==> src/rtl/cpu_pkg.sv <==
// Shared CPU definitions: flag positions, branch condition codes and the
// condition evaluator used by the fetch predictor (and later by EX).
package cpu_pkg;

  // Bit positions inside the {Z,V,N} flag vector.
  localparam int FLAG_Z = 2;
  localparam int FLAG_V = 1;
  localparam int FLAG_N = 0;

  typedef enum logic [2:0] {
    CCC_NE = 3'b000,  // Z=0
    CCC_EQ = 3'b001,  // Z=1
    CCC_GT = 3'b010,  // Z=0 and N=0
    CCC_LT = 3'b011,  // N=1
    CCC_GE = 3'b100,  // Z=1 or (Z=0 and N=0)
    CCC_LE = 3'b101,  // Z=1 or N=1
    CCC_VS = 3'b110,  // V=1
    CCC_AL = 3'b111   // always
  } ccc_e;

  function automatic logic cond_eval(input logic [2:0] ccc, input logic [2:0] flags);
    logic z, v, n, ok;
    z  = flags[FLAG_Z];
    v  = flags[FLAG_V];
    n  = flags[FLAG_N];
    ok = 1'b1;
    case (ccc)
      CCC_NE:  ok = ~z;
      CCC_EQ:  ok = z;
      CCC_GT:  ok = ~z & ~n;
      CCC_LT:  ok = n;
      CCC_GE:  ok = z | (~z & ~n);
      CCC_LE:  ok = z | n;
      CCC_VS:  ok = v;
      default: ok = 1'b1;
    endcase
    return ok;
  endfunction

endpackage

==> src/rtl/btb_dm.sv <==
// Direct-mapped branch target buffer with 2-bit saturating counters.
// One combinational read port (fetch) and one write port (EX resolve).
// PC bit 0 is always zero for halfword-aligned code, so ports start at bit 1.
module btb_dm #(
  parameter int PC_W        = 16,
  parameter int BTB_ENTRIES = 8
) (
  input  logic            clk,
  input  logic            rst_n,
  // read port
  input  logic [PC_W-1:1] rd_pc_i,
  output logic            rd_taken_o,
  output logic [PC_W-1:0] rd_target_o,
  // write port
  input  logic            wr_en_i,
  input  logic [PC_W-1:1] wr_pc_i,
  input  logic            wr_taken_i,
  input  logic [PC_W-1:0] wr_target_i
);

  localparam int IDX   = $clog2(BTB_ENTRIES);
  localparam int TAG_W = PC_W - 1 - IDX;

  logic [BTB_ENTRIES-1:0]            valid_q;
  logic [BTB_ENTRIES-1:0][1:0]       ctr_q;
  logic [BTB_ENTRIES-1:0][TAG_W-1:0] tag_q;
  logic [BTB_ENTRIES-1:0][PC_W-1:0]  target_q;

  logic [IDX-1:0]   rd_idx, wr_idx;
  logic [TAG_W-1:0] rd_tag, wr_tag;
  logic             rd_hit, wr_hit;
  logic [1:0]       ctr_d;

  assign rd_idx = rd_pc_i[IDX:1];
  assign rd_tag = rd_pc_i[PC_W-1:IDX+1];
  assign wr_idx = wr_pc_i[IDX:1];
  assign wr_tag = wr_pc_i[PC_W-1:IDX+1];

  // Read sees the pre-edge contents, so a same-cycle update is invisible here.
  assign rd_hit      = valid_q[rd_idx] & (tag_q[rd_idx] == rd_tag);
  assign rd_taken_o  = rd_hit & ctr_q[rd_idx][1];
  assign rd_target_o = target_q[rd_idx];

  assign wr_hit = valid_q[wr_idx] & (tag_q[wr_idx] == wr_tag);

  // Saturating counter step for a hitting update.
  always_comb begin
    ctr_d = ctr_q[wr_idx];
    if (wr_taken_i) begin
      if (ctr_q[wr_idx] != 2'b11) ctr_d = ctr_q[wr_idx] + 2'b01;
    end else begin
      if (ctr_q[wr_idx] != 2'b00) ctr_d = ctr_q[wr_idx] - 2'b01;
    end
  end

  // Valid bits and counters: cleared asynchronously, allocated on taken miss.
  always_ff @(posedge clk or negedge rst_n) begin
    if (!rst_n) begin
      for (int i = 0; i < BTB_ENTRIES; i++) begin
        valid_q[i] <= 1'b0;
        ctr_q[i]   <= 2'b01;
      end
    end else if (wr_en_i) begin
      if (wr_hit) begin
        ctr_q[wr_idx] <= ctr_d;
      end else if (wr_taken_i) begin
        valid_q[wr_idx] <= 1'b1;
        ctr_q[wr_idx]   <= 2'b10;
      end
    end
  end

  // Tag/target payload: only meaningful under valid, so no reset needed.
  // A taken resolve writes both on hit (tag unchanged) and on allocation.
  always_ff @(posedge clk) begin
    if (wr_en_i && wr_taken_i) begin
      tag_q[wr_idx]    <= wr_tag;
      target_q[wr_idx] <= wr_target_i;
    end
  end

endmodule

==> src/rtl/pc_predict_unit.sv <==
// Fetch-stage next-PC generator: fetch PC register, BTB-based prediction,
// branch resolution from EX and redirect/flush on misprediction.
module pc_predict_unit
  import cpu_pkg::*;
#(
  parameter int              PC_W        = 16,
  parameter int              BTB_ENTRIES = 8,
  parameter logic [PC_W-1:0] RESET_PC    = '0
) (
  input  logic            clk,
  input  logic            rst_n,
  input  logic            stall,
  input  logic            ex_valid,
  input  logic            ex_branch,
  input  logic            ex_branch_reg,
  input  logic [2:0]      ex_ccc,
  input  logic [2:0]      ex_flags,
  input  logic [8:0]      ex_imm,
  input  logic [PC_W-1:0] ex_pc,
  input  logic [PC_W-1:0] ex_rs,
  input  logic            ex_pred_taken,
  input  logic [PC_W-1:0] ex_pred_target,
  output logic [PC_W-1:0] pc,
  output logic            pred_taken,
  output logic [PC_W-1:0] pred_target,
  output logic            flush
);

  logic [PC_W-1:0] pc_q, pc_d;
  logic [PC_W-1:0] pc_plus2, ex_pc_plus2, imm_sext, br_target, actual_next;
  logic [PC_W-1:0] btb_target;
  logic            btb_taken;
  logic            resolve, taken, mispredict;

  // ---- EX-side resolution ----
  assign resolve     = ex_valid & ex_branch;
  assign taken       = resolve & cond_eval(ex_ccc, ex_flags);
  assign ex_pc_plus2 = ex_pc + PC_W'(2);
  // Word offset: shift to bytes, then sign-extend from bit 9.
  assign imm_sext    = PC_W'($signed({ex_imm, 1'b0}));
  assign br_target   = ex_branch_reg ? ex_rs : (ex_pc_plus2 + imm_sext);
  assign actual_next = taken ? br_target : ex_pc_plus2;
  assign mispredict  = resolve &
                       ((taken != ex_pred_taken) |
                        (taken & (br_target != ex_pred_target)));

  // ---- Fetch-side prediction ----
  assign pc_plus2 = pc_q + PC_W'(2);

  btb_dm #(
    .PC_W       (PC_W),
    .BTB_ENTRIES(BTB_ENTRIES)
  ) u_btb (
    .clk        (clk),
    .rst_n      (rst_n),
    .rd_pc_i    (pc_q[PC_W-1:1]),
    .rd_taken_o (btb_taken),
    .rd_target_o(btb_target),
    .wr_en_i    (resolve),
    .wr_pc_i    (ex_pc[PC_W-1:1]),
    .wr_taken_i (taken),
    .wr_target_i(br_target)
  );

  assign pc          = pc_q;
  assign pred_taken  = btb_taken;
  assign pred_target = btb_taken ? btb_target : pc_plus2;
  assign flush       = mispredict;

  // Next fetch PC: redirect beats stall, stall beats prediction.
  always_comb begin
    pc_d = pred_target;
    if (mispredict)  pc_d = actual_next;
    else if (stall)  pc_d = pc_q;
  end

  // Fetch PC register.
  always_ff @(posedge clk or negedge rst_n) begin
    if (!rst_n) pc_q <= RESET_PC;
    else        pc_q <= pc_d;
  end

endmodule

==> config.mk <==
export PLATFORM = sky130hd
export DESIGN_NAME = pc_predict_unit
export DESIGN_NICKNAME = d
export VERILOG_FILES = /design/src/rtl/cpu_pkg.sv /design/src/rtl/btb_dm.sv /design/src/rtl/pc_predict_unit.sv
export SDC_FILE = /design/constraint.sdc
export NUM_CORES = 1
export LEC_CHECK = 0
export CAP_MARGIN = 20
export CORE_AREA = 10 10 178 180
export DETAILED_ROUTE_END_ITERATION = 10
export DIE_AREA = 0 0 188 190
export DONT_BUFFER_PORTS = 1
export SLEW_MARGIN = 0
export SYNTH_ARGS = -nofsm -noshare
export SYNTH_HDL_FRONTEND = slang
export SYNTH_SLANG_ARGS = --single-unit
==> constraint.sdc <==
create_clock -name clk -period 30.6 [get_ports clk]
set_input_delay 9.18 -clock clk [delete_from_list [all_inputs] [get_ports clk]]
set_output_delay 9.18 -clock clk [all_outputs]
set_load 0.05 [all_outputs]
; ---- After elaboration in Yosys (flattened, before gate mapping)
; Index checks and enable logic that the tools add are counted.
; W data, S select, Z words.
[op_classes]
n_addsub = 5
multipliers = 0
div_mod_pow = 0
order_cmp = 3
n_eq_ne = 12
shifts = 0
n_mux = 36
bitwise_logic = 18
n_reduce_logical = 7
[op_table]
columns = cell, count
row1 = $mux W16, 9
row2 = $bwmux W128, 1
row3 = $bwmux W96, 1
row4 = $bmux W12 S3, 2
row5 = $bmux W16 S3, 1
row6 = $demux W16 S3, 1
row7 = $demux W12 S3, 1
row8 = $mux W12, 3
row9 = $add A16 B2 Y16 const B, 2
row10 = $eq A12 B12 Y1, 2
row11 = $add A16 B16 Y16, 1
row12 = $bwmux W16, 1
row13 = $ne A16 B16 Y1, 1
row14 = $or A8 B8 Y8, 2
row15 = $bmux W2 S3, 2
row16 = $mux W2, 6
row17 = $eq A3 B3 Y1 const B, 3
row18 = $and A1 B1 Y1, 8
row19 = $and A8 B8 Y8, 1
row20 = $lt A3 B4 Y1 const B, 2
row21 = $not A8 Y8, 1
row22 = $pmux W1 S7, 1
row23 = $bmux W1 S3, 2
row24 = $demux W2 S3, 1
row25 = 17 further kinds, 26
[word_totals]
register_bits = 264
latchBits = 0
mem_bits_rw = 0
rom_bits = 0
input_bits = 70
output_inout_bits = 34
wordCells = 107
memories = 0

; ---- Depth between registers and ports, before layout
; Gate-level depths: netlist (run 1).
[logic_depth]
depth_word = 9
mapped_depth = 21
mapped_depth_nobuf = 16

; ---- Cells and area by module
; From an unflattened synthesis (run 1), not the netlist that was laid out.
[hier_totals]
hier_cells = 967
hier_area_um2 = 13989.7
[modules_own_cells]
columns = module, instances, cells_each, area_each_um2, seq_area_each_um2
row1 = btb_dm, 1, 589, 10943.0, 7337.0
row2 = pc_predict_unit, 1, 378, 3046.7, 400.4

; ---- Worst setup path before layout (run 1)
; No wires, ideal clock.
[synth_path]
path_kind = input -> output
startpoint = input port ex_pc[1]
endpoint = output port flush
arrival_time_ps = 13522
required_ps = 21420
path_slack_ps = 7898
path_stages = 20
path_buffers = 6
path_cell_list = buf_2 -> clkbuf_1 -> buf_1 -> nand2_1 -> nor2_1 -> and3_1 -> clkbuf_1 -> nand3_1 -> xnor2_1 -> ha_1 -> clkbuf_1 -> and3_1 -> nand4_1 -> a21oi_1 -> o31a_1 -> o31ai_1 -> xnor2_1 -> and4_1 -> a21oi_4 -> buf_4
[synth_via]
elab_chain_len = 7
[synth_lines]
columns = item, line_no
row1 = "start, declared", pc_predict_unit.sv:19  ; input logic [PC_W-1:0] ex_pc,
row2 = $add A16 B2 Y16, pc_predict_unit.sv:38  ; assign ex_pc_plus2 = ex_pc + PC_W'(2);
row3 = $add A16 B16 Y16, pc_predict_unit.sv:41  ; assign br_target = ex_branch_reg ? ex_rs : (ex_pc_plus2 + imm_sext);
row4 = $mux W16, pc_predict_unit.sv:41
row5 = via br_target[12], pc_predict_unit.sv:30  ; logic [PC_W-1:0] pc_plus2, ex_pc_plus2, imm_sext, br_target, actual_next;
row6 = $ne A16 B16 Y1, pc_predict_unit.sv:45  ; (taken & (br_target != ex_pred_target)));
row7 = $and A1 B1 Y1, pc_predict_unit.sv:45
row8 = $or A1 B1 Y1, pc_predict_unit.sv:44  ; ((taken != ex_pred_taken) |
row9 = $and A1 B1 Y1, pc_predict_unit.sv:43  ; assign mispredict = resolve &
row10 = "end, declared", pc_predict_unit.sv:26  ; output logic flush
; The timed path passes the listed nets, and every way through them passes these cells.

; ---- Final worst setup path (run 1)
[layout_path]
startpoint = input port ex_pc[3]
endpoint = output port flush
; The elaborated chain is that of the path after synthesis.

==> results of run 1 <==
-- path summary, 6_finish.rpt --
check	endpoint	slack [ns]	depth (start not counted)
max	flush	8.00	15
min	u_btb.valid_q[0]	0.48	2
max reg2reg	pc[7]	26.23	10
min reg2reg	u_btb.valid_q[0]	0.48	2
max in group asynchronous	u_btb.ctr_q[6]	22.10	0
min in group asynchronous	pc[7]	8.31	0
-- flip-flops by register name, summed over array words and instances, names as in the netlist --
signal          flops
u_btb.valid_q       8
u_btb.tag_q        96
u_btb.target_q    128
u_btb.ctr_q        16
pc                 16
-- cells by family after synthesis --
| group | count (synthesis) | synth area share |
|---|---|---|
| flip-flops | 264 | 0.5585 |
| multiplexers | 161 | 0.1753 |
| XOR/XNOR | 69 | 0.04362 |
| AO/OA/AOI/OAI | 184 | 0.09708 |
| adder cells (fa/ha/maj) | 19 | 0.01734 |
| buffers and inverters | 72 | 0.02556 |
| AND/OR/NAND/NOR | 218 | 0.08263 |
-- per-layer routing --
layer / GRT usage / vias up / part of all wire
li1: - / 3928 / -
met1: 0.3076 / 4649 / 0.43
met2: 0.3323 / 431 / 0.45
met3: 0.06060 / 71 / 0.093
met4: 0.06031 / 6 / 0.027
met5: 0 / - / 0.00087
-- worst register-to-register path: cells and delay by family, from the launching register on --
kind / cells / cell delay (ns)
simple gates: 3 / 0.82
buf+inv: 1 / 0.49
compound gates: 1 / 0.53
flops: 1 / 0.84
xor+xnor: 1 / 0.20
mux: 4 / 1.43
-- layout make-up --
| class | count | area share |
|---|---|---|
| antenna | 2 | 0.0003271 |
| clock buffer | 33 | 0.04841 |
| clock inverter | 20 | 0.01635 |
| inverter | 16 | 0.003925 |
| multi-input combinational | 651 | 0.3807 |
| sequential | 264 | 0.5061 |
| tap | 384 | 0.03140 |
| timing repair buffer | 27 | 0.01276 |
-- power by group --
part           switching (mW)  total (mW)  internal [mW]
combinational           0.201       0.338          0.137
clock                   0.146       0.363          0.217
sequential             0.0733       0.486          0.413
-- cells in the mapped netlist (10+ instances only) --
library cell,number,share of area
a211oi_1,11,0.0060
a21oi_1,28,0.010
a221oi_1,23,0.015
a31oi_1,10,0.0045
buf_2,15,0.0054
clkbuf_1,24,0.0065
dfrtp_1,32,0.058
edfxtp_1,224,0.49
ha_1,16,0.014
inv_1,15,0.0041
mux2_2,23,0.019
mux2i_1,75,0.054
mux4_2,63,0.10
nand2_1,58,0.016
nand3_1,27,0.0098
nor2_1,33,0.0089
nor2b_1,10,0.0045
nor3_1,16,0.0058
o21ai_0,35,0.013
xnor2_1,40,0.025
xor2_1,29,0.018
-- layout by cell type, fill, tap and decap left out, types with 6 or more instances in the layout --
| cell type | instances |
|---|---|
| dfstp_2 | 8 |
| edfxtp_1 | 224 |
| a31oi_1 | 10 |
| ha_1 | 16 |
| mux2_2 | 23 |
| a221oi_1 | 23 |
| a21o_1 | 9 |
| and3_1 | 8 |
| nor2_1 | 25 |
| nand4_1 | 9 |
| a21oi_4 | 8 |
| o21ai_0 | 34 |
| inv_1 | 15 |
| nand2_1 | 57 |
| nand3_1 | 27 |
| dfrtp_1 | 29 |
| nand2b_1 | 8 |
| o22ai_1 | 8 |
| and2_1 | 7 |
| xnor2_1 | 40 |
| nor2_2 | 9 |
| nor2b_1 | 10 |
| a211oi_1 | 11 |
| buf_4 | 23 |
| mux4_2 | 63 |
| nor2_4 | 8 |
| xor2_1 | 29 |
| mux2i_1 | 75 |
| nor3_1 | 16 |
| a21oi_1 | 28 |
| clkbuf_16 | 29 |
| a221o_1 | 6 |
| or3_1 | 6 |
-- per-stage QoR --
step                std cells  hold slack, ns    util
floorplan                 987          0.4392       -
global placement         1338          0.4538  0.5058
detailed placement       1340          0.4607  0.5062
CTS                      1393          0.4760  0.5413
global route             1396          0.4978  0.5418
finish                   1397          0.4758  0.5419
==> metrics.md, run 1 <==
| Metric | Value |
|---|---|
| Die Height | roughly 190 um |
| Synthesized net count | 1074 |
| FILL cells | between 2000 and 2500 |
| Via density | between 6 and 7 |
| DP Area | around 0.014 mm2 |
| Synthesis-to-finish area growth | 10.44% |
| DRT Pass-1 Iters | 5 |
| Distinct cells, synth | 77 |
| Setup-failing EPs final | 0 |
| Clk sinks | ~260 |
| Final setup margin | 7.996 ns |
| Synth warn | 0 |
| Antenna-violating nets left | 0 |
| Startpoint Class | input pin |
| Leakage power | roughly 5.2 nW |
| Buf/Inv on CP | 2 |
| F_max | around 44 MHz |
| Worst path required time | about 21 ns |
| EDFF count, synth | 224 |
| Post-layout net count | around 1100 |
| Max-slew violation count | 0 |
| Starting Density | 0.4907 |
| Worst Tran Pin Value | roughly 1.1 ns |
| Layout cells sized above 1 | 0.2008 |
| DP Worst Slack | 7.853 ns |
| Critical R2R Launch | pc[1] |
| Placement row count | 62 |
| Max VDD drop | 0.00005284 V |
| Worst setup startpoint | ex_pc[3] |
| Crit Path Class | input pin to primary output |
| Initial drt markers | ~900 |
| Seq/Total Area, Yosys | 0.5585 |
| Clk_skew | roughly 0.013 ns |
| Largest net degree at the start of global routing | 43 |
| Clock latency on the worst-skew pair | 0.56 ns |
| DPL Wire Length | roughly 27000 um |
| Io pins | ~100 |
| Fin crit share | 0.7387 |
| Die Wd | 188 um |
| PortBufs | 0 |
| Register area | approximately 0.0077 mm2 |
| Family with the most delay on the worst path | simple AND/OR/NAND/NOR gates |
| WP data arrival | around 13 ns |
| Postcts setup bufs | 0 |
| GRT overflow | 0 |
| HP Class | flop to flop |
| GPL Wtd Cong | between 0.8 and 0.9 |
| Initial antenna violation count | 5 |
| CP max stage delay | around 0.60 ns |
| Power after layout | 1.187 mW |
| Crit-path max FO | between 40 and 50 |
| Status | finished, final reports clean |
| Max-cap viol count | 0 |
| Die area | 0.03572 mm2 |
| Final min period | about 23 ns |
| RSZ-0062 raised after global routing | no |
| Slew headroom | 0.2439 |
| CTS Buffer Depth | 3 |
| CTS clock-pin slew for the worst setup and hold paths | ~0.07 ns |
| Final-report hold violation count | 0 |
| Routed wire per std cell | approximately 29 um |
| Root Buffer | clkbuf_16 |
| CTS tree | built |
| Syn Area/Cell | 14.04 um2 |
| Vias | about 9100 |
| WL final | 40080 um |
| CP endpoint kind | primary output |
| Post-Synthesis Cells | roughly 990 |
| Vias in the first global route | between 8000 and 9000 |
| Async set-reset flop share out of synthesis | 0.1515 |
| Area of the multi-input gates | 0.005826 mm2 |
| Crit-path cells | clkinv_1 > nor2_1 > and3_1 > nand3_1 > xnor2_1 > ha_1 > a211oi_1 > o21bai_1 > a2111oi_1 > or4_1 > nand3_1 > xnor2_1 > and4_1 > a21oi_4 > buf_4 |
| Pwr per Cell Area | about 78 mW/mm2 |
| Total CTS buffers | 29 |
| Setup TNS | 0 ns |
| Core box area | ~0.028 mm2 |
| Slowest cell on the critical path | a2111oi_1 |
| Hold_buf cts | 0 |
| First-pass GRT wire length | slightly below 60000 um |
| Htree depth | 1 |
| Main synth FF type | edfxtp_1 |
| Post-CTS Resized | 0 |
| FF+latch count, synth | ~260 |
| Overall Global Routing Usage | 0.2202 |
| Hold wc startpoint | u_btb.valid_q[0] |
| Cell Area, Synth | 0.01385 mm2 |
| Post-route cell area | 0.01530 mm2 |
| Drc violations | 0 |
(Power assumes the default switching activity.)
==> run 2, diff against run 1 <==
--- a/config.mk
+++ b/config.mk
@@ -5,10 +5,11 @@
 export SDC_FILE = /design/constraint.sdc
 export NUM_CORES = 1
 export LEC_CHECK = 0
+export ABC_AREA = 1
 export CAP_MARGIN = 20
-export CORE_AREA = 10 10 178 180
+export CORE_AREA = 10 10 184 186
 export DETAILED_ROUTE_END_ITERATION = 10
-export DIE_AREA = 0 0 188 190
+export DIE_AREA = 0 0 194 196
 export DONT_BUFFER_PORTS = 1
 export SLEW_MARGIN = 0
 export SYNTH_ARGS = -nofsm -noshare
==> constraint.sdc (replaced) <==
create_clock -name clk -period 21.9 [get_ports clk]
set_input_delay 6.57 -clock clk [delete_from_list [all_inputs] [get_ports clk]]
set_output_delay 6.57 -clock clk [all_outputs]
set_load 0.05 [all_outputs]
==> run 2 against run 1 <==
  * Global-route usage grew 3.2 points
  * Register-to-register slack worse by 9.2 ns
  * Wire length rose by 24%
  * Critical path depth is 10 higher
  * Clock-buffer cell count up 6
  * Critical endpoint unchanged
  * Design area rose by 4.8%
==> metrics.md, run 2 <==
| Metric | Value |
|---|---|
| Setup-failing EPs final | 0 (unchanged) |
| Register area | 0.007744 mm2 (unchanged) |
| Leakage power | 6.757 nW (+30%) |
| Antenna-violating nets left | 0 (unchanged) |
| Most common cell in the netlist | nand2_1 |
| Crit path top cell by count | nand2_1 |
| Largest regs | u_btb.target_q x128, u_btb.tag_q x96 |
| Distinct cells, synth | 46 (-40%) |
| Fin crit share | 0.7859 |
| FILL cells | 2812 (+21%) |
| Yosys top cell by area | edfxtp_1 |
| RSZ-0062 raised after global routing | no |
| Clock latency on the worst-skew pair | 0.57 ns (about the same) |
| Worst setup startpoint | ex_pc[3] |
| Worst Tran Pin Value | 1.079 ns (-0.04351 ns) |
| Commonest non-fill, non-tap cells in the layout | nand2_1 (516), edfxtp_1 (224), inv_1 (188) |
| Postcts setup bufs | 0 (unchanged) |
| Slowest cell on the critical path | ha_1 |
| Starting Density | 0.4924 (+0.001744) |
| FF-to-FF path depth | 16 (+6) |
| Main synth FF type | edfxtp_1 |
| Final setup margin | 4.689 ns (-3.307 ns) |
| Htree depth | 1 (unchanged) |
| CTS Buffer Depth | 3 (unchanged) |
| Placement row count | 64 (+3.2%) |
| Routed wire per std cell | 23.31 um (-19%) |
| Final min period | 17.21 ns |
| Vias | 12440 (+37%) |
| Layout cells sized above 1 | 0.07954 (-0.1213) |
| Io pins | 104 (unchanged) |
| Core Util, Final | 0.5300 (-0.01190) |
| Final-report hold violation count | 0 (unchanged) |
| Top cell type's share of synthesized area | 0.4513 (-0.03420) |
| Seq/Total Area, Yosys | 0.5191 (-0.03934) |
| FF-to-FF setup slack | 16.99 ns (-9.24 ns) |
| EDFF count, synth | 224 (unchanged) |
| Vias in the first global route | 11820 (+34%) |
| DRT Pass-1 Iters | 6 (+1) |
| First-pass GRT wire length | 74050 um (+25%) |
| Async set-reset flop share out of synthesis | 0.1515 (unchanged) |
| Number of flip-flops in the largest register | 128 (unchanged) |
| Hold endpoint | u_btb.ctr_q[0] |
| Post-layout net count | 1801 (+67%) |
| Via density | 5.837 (-10%) |
| Status | finished, final reports clean |
| Max-cap viol count | 0 (unchanged) |
| Root Buffer | clkbuf_16 |
| Clk sinks | 264 (unchanged) |
| Area of the multi-input gates | 0.006026 mm2 (+3.4%) |
| Synthesis-to-finish area growth | 7.631% |
| Synth warn | 0 (unchanged) |
| PortBufs | 0 (unchanged) |
| GPL Wtd Cong | 0.9526 (+7.7%) |
| Die Wd | 194 um (+3.2%) |
| Startpoint Class | input pin |
| Die area | 0.03802 mm2 (+6.5%) |
| DPL Wire Length | 33370 um (+26%) |
| Hold wc startpoint | u_btb.ctr_q[0] |
| Overall Global Routing Usage | 0.2520 (+0.03176) |
| Slew headroom | 0.2809 (+0.03691) |
| Crit Path Class | input pin to primary output |
| Post-CTS Resized | 0 (unchanged) |
| ANT cells | 0 (-2) |
| Core box area | 0.03027 mm2 (+7.2%) |
| FF+latch count, synth | 264 (unchanged) |
| DP Worst Slack | 4.763 ns (-3.090 ns) |
| Hold_buf cts | 0 (unchanged) |
| Worst path required time | 15.33 ns (-6.09 ns) |
| Drc violations | 0 (unchanged) |
| Initial drt markers | 1288 (+44%) |
| CP max stage delay | 0.36 ns (-0.24 ns) |
| Top post-synthesis cells by area | edfxtp_1 (45%), nand2_1 (13%), dfrtp_1 (5.4%) |
| Initial antenna violation count | 1 (-4) |
| Critical R2R Launch | pc[1] |
| Crit-path max FO | 33 (-21%) |
| CTS tree | built |
| HP Class | flop to flop |
| CTS clock-pin slew for the worst setup and hold paths | 0.06 ns (about the same) |
| Max-slew violation count | 0 (unchanged) |
| WL final | 49680 um (+24%) |
| GRT overflow | 0 (unchanged) |
| Reg-to-Reg End | pc[6] |
| Worst Hold Depth | 2 (unchanged) |
| WP data arrival | 10.64 ns (-2.78 ns) |
| Top cells by count, synth | nand2_1 (516), edfxtp_1 (224), inv_1 (189) |
| Cell Area, Synth | 0.01490 mm2 (+7.6%) |
| Pwr per Cell Area | 95.22 mW/mm2 (+23%) |
| Top reg by flops | u_btb.target_q |
| Total CTS buffers | 30 (+3.4%) |
| Die Height | 196 um (+3.2%) |
| Syn Area/Cell | 8.536 um2 (-39%) |
| Clk_skew | 0.01466 ns (+0.001410 ns) |
| Largest net degree at the start of global routing | 86 (+100%) |
| F_max | 58.10 MHz |
| Max VDD drop | 0.00006633 V (+26%) |
| Setup TNS | 0 ns (unchanged) |
| Synthesized net count | 1833 (+71%) |
| Post-Synthesis Cells | 1746 (+77%) |
| Most common cell after layout, fill and taps aside | nand2_1 |
| CP endpoint kind | primary output |
## run 2: changes by cell type after synthesis, moves of 16 or more
cell and change:
or2_2 +24, nand2_1 +458, nand3_1 +132, a21oi_1 +83, mux2i_1 -75, xnor2_1 -37
nand3b_1 +16, mux2_2 -23, inv_1 +174, mux4_2 -63, o21ai_0 +48, nor2_1 +58
buf_2 +24
## run 2: logic make-up (layout without fill, tap and decap cells)
| logic type | count (synthesis) | count (layout) | synth area share |
|---|---|---|---|
| compound gates | 289 | 289 | 0.1148 |
| xor+xnor | 26 | 26 | 0.01528 |
| fa+ha+maj | 17 | 17 | 0.01477 |
| buf+inv | 280 | 269 | 0.08059 |
| flops | 264 | 264 | 0.5191 |
| simple gates | 870 | 870 | 0.2554 |
## run 2: critical path, delay by kind of cell
kind | cells | cell delay, ns
compound gates | 1 | 0.25
buf+inv | 5 | 0.89
xor+xnor | 1 | 0.22
fa+ha+maj | 1 | 0.36
simple gates | 17 | 2.37
## run 2: how the worst max path moves through the flow
stage / end / slack (ns) / cells past startpoint
after floorplan: flush / 5.60 / 27
after global placement: flush / 4.86 / 24
after detailed placement: flush / 4.76 / 25
after CTS: flush / 4.75 / 25
after global routing: flush / 4.17 / 25
final: flush / 4.69 / 25
## run 2: final cells by class
cell class	instances	share of cell area
clock inverters	14	0.006474
inverters	201	0.04703
well taps	396	0.03089
repair buffers	15	0.007020
clock buffers	39	0.05023
multi-input cells	1202	0.3756
flip-flops and latches	264	0.4827
## run 2: layer usage
metal,global-route usage,vias to the layer above,share of wire
met5,0,-,0.00026
met1,0.3464,5919,0.43
met3,0.07604,70,0.12
met2,0.3840,610,0.43
li1,-,5837,-
met4,0.05500,2,0.017
## run 2: per-stage QoR
step	power (mW)	cell area, um2	cells	hold slack (ns)
3_3_place_gp	1.055	15130	2078	0.4511
5_1_grt	1.598	16040	2131	0.4705
4_1_cts	1.527	16040	2131	0.4632
6_report	1.528	16040	2131	0.4624
3_5_place_dp	1.058	15130	2078	0.4537
2_1_floorplan	0.9364	14900	1746	0.4300
## run 2: power by group
| part | switching (mW) | total [mW] | internal [mW] |
|---|---|---|---|
| clock network | 0.204 | 0.473 | 0.269 |
| registers | 0.0601 | 0.631 | 0.571 |
| logic | 0.303 | 0.423 | 0.121 |
==> run 3, diff against run 2 <==
==> constraint.sdc (replaced) <==
create_clock -name clk -period 16.71 [get_ports clk]
set_input_delay 5.013 -clock clk [delete_from_list [all_inputs] [get_ports clk]]
set_output_delay 5.013 -clock clk [all_outputs]
set_load 0.05 [all_outputs]
==> run 3 against run 2 <==
  * Clock-buffer cell count down 1
  * Power increased by 35%
  * Non-clock buffer count is the same
  * Critical endpoint unchanged
  * Largest power group unchanged
==> metrics.md, run 3 (synthesis results as in run 2) <==
| Metric | Value |
|---|---|
| Post-route cell area | 0.01615 mm2 (+0.68%) |
| Commonest non-fill, non-tap cells in the layout | nand2_1 (516), edfxtp_1 (224), inv_1 (188) |
| First-pass GRT wire length | 74090 um (about the same) |
| Grt met2 use | 0.3807 (-0.003323) |
| Final-report hold violation count | 0 (unchanged) |
| Postcts setup bufs | 0 (unchanged) |
| Max-slew violation count | 0 (unchanged) |
| CTS clock-pin slew for the worst setup and hold paths | 0.06 ns (about the same) |
| Worst path required time | 11.70 ns (-3.63 ns) |
| Max-cap viol count | 0 (unchanged) |
| Most common cell after layout, fill and taps aside | nand2_1 |
| DRT Pass-1 Iters | 5 (-1) |
| Largest regs | u_btb.target_q x128, u_btb.tag_q x96 |
| Layout cells sized above 1 | 0.08285 (+0.003315) |
| Family with the most delay on the worst path | simple AND/OR/NAND/NOR gates |
| Placement row count | 64 (unchanged) |
| Via density | 5.858 (+0.37%) |
| Initial antenna violation count | 0 (-1) |
| FILL cells | 2860 (+1.7%) |
| Starting Density | 0.4924 (unchanged) |
| Vias in the first global route | 11820 (+0.068%) |
| Final min period | 14.12 ns |
| Worst Tran Pin Value | 1.072 ns (-0.006255 ns) |
| Die Height | 196 um (unchanged) |
| Met3 usage in global routing | 0.07008 (-0.005968) |
| Top reg by flops | u_btb.target_q |
| Slowest cell on the critical path | ha_1 |
| Count of non-filler cells in the finished layout | 2134 (+0.14%) |
| Busiest grt layer | met2 |
| HP Class | flop to flop |
| Hold_buf cts | 0 (unchanged) |
| Final setup margin | 2.586 ns (-2.103 ns) |
| Htree depth | 1 (unchanged) |
| Io pins | 104 (unchanged) |
| Startpoint Class | input pin |
| Buf/Inv on CP | 5 (unchanged) |
| Number of flip-flops in the largest register | 128 (unchanged) |
| CP max stage delay | 0.36 ns (about the same) |
| WL final | 49580 um (-0.20%) |
| Root Buffer | clkbuf_16 |
| PortBufs | 0 (unchanged) |
| Setup-failing EPs final | 0 (unchanged) |
| CTS tree | built |
| Pwr per Cell Area | 127.4 mW/mm2 (+34%) |
| Post-CTS Resized | 0 (unchanged) |
| Worst-case hold slack | 0.4615 ns (-0.0008930 ns) |
| Max VDD drop | 0.00008708 V (+31%) |
| Post-layout net count | 1801 (unchanged) |
| Setup TNS | 0 ns (unchanged) |
| Synthesis-to-finish area growth | 8.361% |
| Routed wire per std cell | 23.23 um (-0.34%) |
| Fin crit share | 0.8453 |
| Crit path top cell by count | nand2_1 |
| Status | finished, final reports clean |
| Overall Global Routing Usage | 0.2507 (-0.001302) |
| Core Util, Final | 0.5336 (+0.003596) |
| Clock latency on the worst-skew pair | 0.56 ns (about the same) |
| Met1 Track Usage GR | 0.3515 (+0.005031) |
| Drc violations | 0 (unchanged) |
| Leakage power | 6.818 nW (+0.91%) |
| # placed instances | 2078 (unchanged) |
| Slew headroom | 0.2850 (+0.004171) |
| Die area | 0.03802 mm2 (unchanged) |
| Clk sinks | 264 (unchanged) |
| GPL Wtd Cong | 0.9569 (+0.45%) |
| DPL Wire Length | 33350 um (about the same) |
| DP Area | 0.01513 mm2 (unchanged) |
| Core box area | 0.03027 mm2 (unchanged) |
| Power after layout | 2.058 mW (+35%) |
| Clk_skew | 0.01598 ns (+0.001323 ns) |
| Antenna-violating nets left | 0 (unchanged) |
| CP endpoint kind | primary output |
| Total CTS buffers | 30 (unchanged) |
| F_max | a little over 70 MHz |
| Largest net degree at the start of global routing | 86 (unchanged) |
| DP Worst Slack | 2.706 ns (-2.057 ns) |
| WP data arrival | 9.11 ns (-1.53 ns) |
| GRT overflow | 0 (unchanged) |
| Initial drt markers | 1222 (-5.1%) |
| Crit-path max FO | 33 (unchanged) |
| CTS Buffer Depth | 3 (unchanged) |
| ANT cells | 0 (unchanged) |
| Vias | 12500 (+0.51%) |
| RSZ-0062 raised after global routing | no |
| Die Wd | 194 um (unchanged) |
| Crit Path Class | input pin to primary output |
==> run 3: path summary, 6_finish.rpt <==
path,start,to,slack [ns],cells after the start
setup reg to reg,pc[1],pc[6],11.84,18
hold reg to reg,u_btb.ctr_q[0],u_btb.ctr_q[0],0.46,2
hold / removal,u_btb.ctr_q[0],u_btb.ctr_q[0],0.46,2
setup / recovery,ex_pc[3],flush,2.59,25
min in group asynchronous,rst_n,u_btb.ctr_q[1],4.15,0
max in group asynchronous,rst_n,u_btb.ctr_q[12],12.39,0
==> run 3: layout make-up <==
type	instances	area, um2	share of cell area
clock buffers	38	822.0	0.05090
clock inverters	18	196.4	0.01216
inverters	201	754.5	0.04672
multi-input cells	1202	6026	0.3731
flip-flops and latches	264	7744	0.4795
well taps	396	495.5	0.03068
repair buffers	15	112.6	0.006972
==> run 3: worst reg2reg max path, cell delays in order, from the launching register on <==
cell and delay (ns):
dfrtp_4 0.75, inv_2 0.53, buf_4 0.79, a21oi_1 0.17, o21ai_1 0.18, nand2_1 0.14, nand2_1 0.11, nand2_1 0.08
nand2_1 0.08, nand2_1 0.05, nor2_1 0.08, nand2_1 0.06, nor2_1 0.68, nand2_1 0.49, o21ai_0 0.29, nand3_1 0.11
nand2_1 0.09, nand2_1 0.06, nand2_1 0.05
==> run 3: where the power goes <==
group / leakage, nW / switching, mW / total (mW) / internal (mW)
sequential: 2.46 / 0.0795 / 0.827 / 0.748
combinational: 3.87 / 0.395 / 0.553 / 0.158
clock: 0.496 / 0.269 / 0.677 / 0.408
total: 6.82 / 0.743 / 2.06 / 1.31
==> run 3: per-layer routing <==
metal	part of all wire	wire length, um
met5	0	0
met4	0.018	875
met3	0.11	5624
met2	0.44	21570
met1	0.43	21500
